===== config.mk =====
export PLATFORM = sky130hd
export DESIGN_NAME = hps_dma_bridge
export DESIGN_NICKNAME = d
export VERILOG_FILES = /design/src/rtl/hps_dma_pkg.sv /design/src/rtl/hps_dma_bridge_activity_stretch.sv /design/src/rtl/hps_dma_bridge.sv
export SDC_FILE = /design/constraint.sdc
export NUM_CORES = 1
export LEC_CHECK = 0
export BUFFER_PORTS_ARGS = -buffer_cell sky130_fd_sc_hd__clkbuf_2
export CAP_MARGIN = 0
export CORE_UTILIZATION = 40
export DETAILED_ROUTE_END_ITERATION = 6
export PLACE_DENSITY = 0.67
export SLEW_MARGIN = 10
export SYNTH_ARGS = -nofsm -noshare
export SYNTH_HDL_FRONTEND = slang
export SYNTH_SLANG_ARGS = --single-unit

===== constraint.sdc =====
create_clock -name clk_sys -period 2.8 [get_ports clk_sys]
set_clock_uncertainty 0.1 [all_clocks]
set_input_delay 0.28 -clock clk_sys [delete_from_list [all_inputs] [get_ports clk_sys]]
set_output_delay 0.28 -clock clk_sys [all_outputs]
set_load 0.01 [all_outputs]

===== src/rtl/hps_dma_pkg.sv =====
`default_nettype none
// ============================================================================
//  Module      : hps_dma_pkg
//  Description : Shared types and sizing helpers for the HPS DMA bridge.
//  Revision    : 1.0  initial release
// ============================================================================
package hps_dma_pkg;

    // Bridge controller states
    typedef enum logic [2:0] {
        IDLE    = 3'd0,
        RD_REQ  = 3'd1,
        RD_DATA = 3'd2,
        WR_REQ  = 3'd3,
        HIT     = 3'd4,
        DRAIN   = 3'd5
    } state_t;

    // Bytes per data word
    function automatic int bytes_of(input int data_w);
        return data_w / 8;
    endfunction

    // Width able to hold a burst count of exactly DEPTH
    function automatic int bcnt_width(input int depth);
        return $clog2(depth) + 1;
    endfunction

endpackage
`default_nettype wire


===== src/rtl/hps_dma_bridge_activity_stretch.sv =====
`default_nettype none
// ============================================================================
//  Module      : activity_stretch
//  Description : Stretches a busy level by HOLD cycles after it falls, for an
//                activity LED. Any busy cycle reloads the hold counter.
//  Revision    : 1.0  initial release
// ============================================================================
module activity_stretch
    import hps_dma_pkg::*;
#(
    parameter int HOLD = 4500000
)(
    input  logic clk_sys_i,
    input  logic reset_n_i,
    input  logic busy_i,
    output logic active_o
);

    localparam int CW = $clog2(HOLD + 1);

    logic [CW-1:0] cnt_q;

    // Reload while busy, otherwise count down to zero
    always_ff @(posedge clk_sys_i or negedge reset_n_i) begin
        if (!reset_n_i) begin
            cnt_q <= '0;
        end else if (busy_i) begin
            cnt_q <= CW'(HOLD);
        end else if (cnt_q != '0) begin
            cnt_q <= cnt_q - CW'(1);
        end
    end

    assign active_o = busy_i | (cnt_q != '0);

endmodule
`default_nettype wire


===== src/rtl/hps_dma_bridge.sv =====
`default_nettype none
// ============================================================================
//  Module      : hps_dma_bridge
//  Description : Converts HPS single-word DMA pulses into Avalon-MM
//                transactions. Optional burst-read prefetch buffer, safe abort
//                with beat draining, and a stretched activity output.
//                Prefetch is enabled by defining HPS_DMA_PREFETCH_EN; without
//                it every read is a single-beat burst.
//  Revision    : 1.0  initial release
// ============================================================================
module hps_dma_bridge
    import hps_dma_pkg::*;
#(
    parameter int ADDR_W   = 32,
    parameter int DATA_W   = 32,
    parameter int DEPTH    = 8,
    parameter int LED_HOLD = 4500000
)(
    input  logic                         clk_sys,
    input  logic                         reset_n,
    input  logic                         abort,
    input  logic [ADDR_W-1:0]            dma_addr,
    input  logic                         dma_rd,
    input  logic                         dma_wr,
    input  logic [DATA_W-1:0]            dma_dout,
    output logic [DATA_W-1:0]            dma_din,
    output logic                         dma_wait,
    output logic [ADDR_W-1:0]            mem_address,
    output logic                         mem_read,
    output logic                         mem_write,
    output logic [DATA_W-1:0]            mem_writedata,
    output logic [bcnt_width(DEPTH)-1:0] mem_burstcount,
    input  logic                         mem_waitrequest,
    input  logic [DATA_W-1:0]            mem_readdata,
    input  logic                         mem_readdatavalid,
    output logic                         activity
);

    localparam int BCW = bcnt_width(DEPTH);
`ifdef HPS_DMA_PREFETCH_EN
    localparam int BURST_LEN = DEPTH;
`else
    localparam int BURST_LEN = 1;
`endif
    localparam logic [BCW-1:0] BURST_BC  = BCW'(BURST_LEN);
    localparam logic [BCW-1:0] LAST_BEAT = BCW'(BURST_LEN - 1);

    state_t             state_q;
    logic [BCW-1:0]     beat_q;
    logic               abort_pend_q;
    logic [DATA_W-1:0]  dma_din_q;
    logic               dma_wait_q;
    logic [ADDR_W-1:0]  mem_address_q;
    logic               mem_read_q;
    logic               mem_write_q;
    logic [DATA_W-1:0]  mem_writedata_q;
    logic [BCW-1:0]     mem_burstcount_q;

    logic               w_beat_last;

    // The final beat of the current burst is on the bus this cycle
    assign w_beat_last = mem_readdatavalid && (beat_q == LAST_BEAT);

`ifdef HPS_DMA_PREFETCH_EN
    localparam int BYTES = bytes_of(DATA_W);
    localparam int IDX_W = $clog2(DEPTH);
    localparam int OFF_W = $clog2(BYTES);
    localparam logic [ADDR_W-1:0] SPAN = ADDR_W'(DEPTH * BYTES);

    logic [DATA_W-1:0]  buf_q [DEPTH];
    logic               buf_valid_q;
    logic [ADDR_W-1:0]  base_q;
    logic [IDX_W-1:0]   hit_idx_q;
    logic [ADDR_W-1:0]  w_offset;
    logic               w_hit;

    // Modulo subtraction makes a window that straddles address wrap still hit
    assign w_offset = dma_addr - base_q;
    assign w_hit    = buf_valid_q && (w_offset < SPAN);

    // Burst beats land in the buffer slot matching their beat number
    always_ff @(posedge clk_sys) begin
        if (state_q == RD_DATA && mem_readdatavalid) begin
            buf_q[beat_q[IDX_W-1:0]] <= mem_readdata;
        end
    end
`endif

    // Request/response controller with registered outputs
    always_ff @(posedge clk_sys or negedge reset_n) begin
        if (!reset_n) begin
            state_q          <= IDLE;
            beat_q           <= '0;
            abort_pend_q     <= 1'b0;
            dma_din_q        <= '0;
            dma_wait_q       <= 1'b0;
            mem_address_q    <= '0;
            mem_read_q       <= 1'b0;
            mem_write_q      <= 1'b0;
            mem_writedata_q  <= '0;
            mem_burstcount_q <= '0;
`ifdef HPS_DMA_PREFETCH_EN
            buf_valid_q      <= 1'b0;
            base_q           <= '0;
            hit_idx_q        <= '0;
`endif
        end else begin
            case (state_q)
                IDLE: begin
                    if (abort) begin
`ifdef HPS_DMA_PREFETCH_EN
                        buf_valid_q <= 1'b0;
`endif
                    end else if (dma_wr) begin
                        // Write wins over a simultaneous read
                        mem_write_q      <= 1'b1;
                        mem_address_q    <= dma_addr;
                        mem_writedata_q  <= dma_dout;
                        mem_burstcount_q <= BCW'(1);
                        dma_wait_q       <= 1'b1;
                        abort_pend_q     <= 1'b0;
                        state_q          <= WR_REQ;
`ifdef HPS_DMA_PREFETCH_EN
                        buf_valid_q      <= 1'b0;
`endif
                    end else if (dma_rd) begin
                        dma_wait_q <= 1'b1;
`ifdef HPS_DMA_PREFETCH_EN
                        if (w_hit) begin
                            hit_idx_q <= w_offset[OFF_W +: IDX_W];
                            state_q   <= HIT;
                        end else begin
                            mem_read_q       <= 1'b1;
                            mem_address_q    <= dma_addr;
                            mem_burstcount_q <= BURST_BC;
                            beat_q           <= '0;
                            abort_pend_q     <= 1'b0;
                            base_q           <= dma_addr;
                            state_q          <= RD_REQ;
                        end
`else
                        mem_read_q       <= 1'b1;
                        mem_address_q    <= dma_addr;
                        mem_burstcount_q <= BURST_BC;
                        beat_q           <= '0;
                        abort_pend_q     <= 1'b0;
                        state_q          <= RD_REQ;
`endif
                    end
                end

                RD_REQ: begin
                    // The command cannot be withdrawn; an abort only releases the HPS
                    if (abort) begin
                        abort_pend_q <= 1'b1;
                        dma_wait_q   <= 1'b0;
`ifdef HPS_DMA_PREFETCH_EN
                        buf_valid_q  <= 1'b0;
`endif
                    end
                    if (!mem_waitrequest) begin
                        mem_read_q <= 1'b0;
                        state_q    <= (abort || abort_pend_q) ? DRAIN : RD_DATA;
                    end
                end

                RD_DATA: begin
                    if (mem_readdatavalid) begin
                        beat_q <= beat_q + BCW'(1);
                        if (beat_q == '0) begin
                            dma_din_q <= mem_readdata;
                        end
                    end
                    if (abort) begin
                        dma_wait_q <= 1'b0;
                        state_q    <= w_beat_last ? IDLE : DRAIN;
`ifdef HPS_DMA_PREFETCH_EN
                        buf_valid_q <= 1'b0;
`endif
                    end else if (w_beat_last) begin
                        dma_wait_q <= 1'b0;
                        state_q    <= IDLE;
`ifdef HPS_DMA_PREFETCH_EN
                        buf_valid_q <= 1'b1;
`endif
                    end
                end

                WR_REQ: begin
                    if (abort) begin
                        dma_wait_q <= 1'b0;
                    end
                    if (!mem_waitrequest) begin
                        mem_write_q <= 1'b0;
                        dma_wait_q  <= 1'b0;
                        state_q     <= IDLE;
                    end
                end

`ifdef HPS_DMA_PREFETCH_EN
                HIT: begin
                    dma_din_q  <= buf_q[hit_idx_q];
                    dma_wait_q <= 1'b0;
                    state_q    <= IDLE;
                    if (abort) begin
                        buf_valid_q <= 1'b0;
                    end
                end
`endif

                DRAIN: begin
                    // Swallow the rest of the burst so no stray beat is misread later
                    if (mem_readdatavalid) begin
                        beat_q <= beat_q + BCW'(1);
                    end
                    if (w_beat_last) begin
                        state_q <= IDLE;
                    end
                end

                default: begin
                    state_q <= IDLE;
                end
            endcase
        end
    end

    assign dma_din        = dma_din_q;
    assign dma_wait       = dma_wait_q;
    assign mem_address    = mem_address_q;
    assign mem_read       = mem_read_q;
    assign mem_write      = mem_write_q;
    assign mem_writedata  = mem_writedata_q;
    assign mem_burstcount = mem_burstcount_q;

    activity_stretch #(
        .HOLD (LED_HOLD)
    ) u_activity (
        .clk_sys_i (clk_sys),
        .reset_n_i (reset_n),
        .busy_i    (dma_wait_q),
        .active_o  (activity)
    );

endmodule
`default_nettype wire


==> impl_metrics.toml <==
[status]
status = "complete, no violations"

[layout]
layout_commonest_cell = "clkbuf_2"
final_util = 0.620
multi_input_area_um2 = 2050
area_delta_synth_final_pct = 50.6
drive_above_1_share = 0.477
num_antenna_cells = 0
instances_no_fill = 908
nNetsFinal = 826
regArea_um2 = 3280
layout_common_cells = "202 x clkbuf_2, 131 x dfrtp_1, 96 x mux2_2"
nFillCells = 1014

[synth]
ys_seq_area_frac = 0.599
synth.top_cell.area_share = 0.599
ys_types = 47
synth_area_per_cell_um2 = 13.2
synthFlopType = "dfrtp_1"
synthTopCellsByArea = "dfrtp_1 60%, mux2_2 20%, nor2_1 1.6%"
synthesis.area_um2 = 5470
postSynthCellCount = 414
synth_edf_count = 0
synth_top_area_cell = "dfrtp_1"
synth-async-reset-ratio = 1.00
yosysWarnings = 0
synth.ff_latch_count = 131

[critical_path]
crit_slowest_cell = "or4_4"
path_class = "register to output port"
crit_required_ns = 2.42
crit_path_frequent_cell = "or4_4"
timing.rr.start = "u_activity.cnt_q[5]$_DFFE_PN0P_"
r2r-end = "u_activity.cnt_q[11]$_DFFE_PN0P_"
crit_family = "simple AND/OR/NAND/NOR gates"
worstPathArrival_ns = 2.31
r2r_cells = 6
end_kind = "output port"
rrSetupSlack_ns = 0.40
startpoint_type = "register"
cp_cell_sequence = "or4_4 -> or4_4 -> buf_4 -> nor2_2 -> nand2_1 -> clkbuf_2"
worstPathMaxFanout = 9
path_buf_inv = 2
crit_path_max_incr_delay_ns = 0.55

[timing]
finalHoldViolations = 0
tightest_slew_ns = 0.748
period_minus_slack_ns = 2.69
max_freq_ghz = 0.371
fin_tns_setup_ns = 0
drv_slew = 0
finalCritPeriodShare = 0.961
max_slew_margin = 0.501
rsz0062_at_grt = "no"
setup_viol = 0

[power_and_ir_drop]
peakVddDrop_mv = 0.478
power.leakage_nw = 4.00
pwr_density_cell_nw_per_um2 = 968
netSwitchingPower_mw = 2.51
p_int_mw = 5.47
seq_power_share = 0.402
pwr-share-comb = 0.319
switching_share = 0.315
clkPwrFrac = 0.280

[clock_network]
cts_root_buf = "clkbuf_16"
clock-sinks = 131
cts_made_buffers = 17
clk_pin_slew_ns = 0.05
clockBufferDepth = 2
clk_latency_ns = 0.41
cts_tree = "done"
h-tree-depth = 4

[grt]
overflow = 0
antenna_found_initial = 0
grt_max_degree = 52
grt_pass1_wl_um = 21900
grt_pass1_vias = 4597
grt_usage = 0.198

[die]
initial_utilization = 0.412
dieArea_um2 = 14200
die_h_um = 119
core_area_um2 = 13300
fp-row-count = 42
fp.dieW_um = 119
ios = 207

[route]
dr.pass1.iters = 4
ant_nets = 0
vias = 4393
drc = 0
finalWirelength_um = 13100
drtIter0Drc = 213
wire_per_inst_um = 14.5
vias_per_cell = 4.84

[min_path]
min_path_type = "input port to register"
hold_depth = 2
min_to = "mem_writedata[6]$_DFFE_PN0P_"
hold_path.startpoint = "dma_dout[6]"

[place]
gp_congestion = 0.769
io_buffers = 203
dp_hpwl_um = 8650
dp_cells = 786

[flow_run]
drv_cap = 0
-- cell type report --
type	instances	area share
clock buffer	22	0.0575
clock inverter	9	0.0156
inverter	11	0.00501
multi-input combinational	251	0.249
sequential	131	0.398
tap	176	0.0267
timing repair buffer	308	0.248
-- registers in the layout, summed over array words and instances, names as in the netlist --
signal and count:
state_q 3, dma_din 32, mem_write 1, u_activity.cnt_q 23, abort_pend_q 1, beat_q 4, mem_burstcount 1, dma_wait 1
mem_writedata 32, mem_read 1, mem_address 32
-- cells by family after synthesis --
logic type | share of synthesized area
compound gates | 0.0645
xor+xnor | 0.0144
fa+ha+maj | 0.00686
buf+inv | 0.0281
flops | 0.599
mux | 0.209
other cells | 0.000685
simple gates | 0.0775
-- worst reg2reg max path: stages (launching register included) --
cell	delay (ns)
dfrtp_1	0.40
nor4_1	0.38
nor4b_1	0.45
o211ai_2	0.25
buf_4	0.21
o21a_1	0.15
or3_1	0.34
-- per-stage QoR --
stage | instance area [µm²] | total power, mW | hold WS (ns) | setup WS (ns)
finish | 8240 | 7.97 | 0.0185 | 0.108
detailed placement | 6720 | 5.67 | 0.203 | 0.404
floorplan | 5480 | 4.60 | -0.116 | 0.414
CTS | 8230 | 8.04 | 0.000159 | 0.0334
global placement | 6720 | 5.57 | 0.192 | 0.468
global route | 8240 | 8.47 | 0.00210 | 0.0177
-- power groups by stage --
stage                     registers (mW)  logic (mW)  clock network [mW]
after detailed placement            3.21        2.46                   0
after global routing                3.32        2.79                2.37
after floorplan                     3.38        1.22                   0
after CTS                           3.19        2.56                2.29
final                               3.20        2.54                2.23
after global placement              3.18        2.39                   0
-- repair_timing --
action | CTS | global route
setup buffers | 0 | 1
hold buffers | 90 | 0
setup endpoints to repair | 1 | 1
gates resized for setup | 1 | 1
endpoints found under the hold margin | 128 | 0
pin swaps | 0 | 1
-- Yosys cell counts, drive strengths merged, types with 2 or more instances --
cell type,instances
a211oi,4
a21oi,13
a22oi,2
a31oi,2
buf,7
clkbuf,16
dfrtp,131
ha,3
inv,11
mux2,97
mux2i,5
nand2,12
nand2b,4
nand3,6
nor2,23
nor2b,4
nor3,5
nor3b,2
nor4,8
nor4b,2
o211ai,4
o21ai,12
o31ai,7
or3,6
or4,5
xnor2,4
xor2,5
-- worst max-delay path by stage --
stage	depth (start not counted)	slack, ns	from	endpoint
after floorplan	7	0.41	u_activity.cnt_q[17]$_DFFE_PN0P_	u_activity.cnt_q[21]$_DFFE_PN0P_
after global placement	6	0.47	u_activity.cnt_q[3]$_DFFE_PN0P_	u_activity.cnt_q[11]$_DFFE_PN0P_
after detailed placement	6	0.40	u_activity.cnt_q[5]$_DFFE_PN0P_	u_activity.cnt_q[11]$_DFFE_PN0P_
after CTS	6	0.03	u_activity.cnt_q[19]$_DFFE_PN0P_	activity
after global routing	6	0.02	u_activity.cnt_q[18]$_DFFE_PN0P_	activity
final	6	0.11	u_activity.cnt_q[18]$_DFFE_PN0P_	activity
-- layer usage --
| metal | track usage | part of all wire | up-vias |
|---|---|---|---|
| li1 | - | - | 2082 |
| met2 | 0.340 | 0.52 | 146 |
| met4 | 0.0854 | 0.015 | 0 |
| met3 | 0.0608 | 0.065 | 17 |
| met1 | 0.227 | 0.40 | 2148 |
| met5 | 0 | 0 | - |
Power figures use the tool's default switching activity.
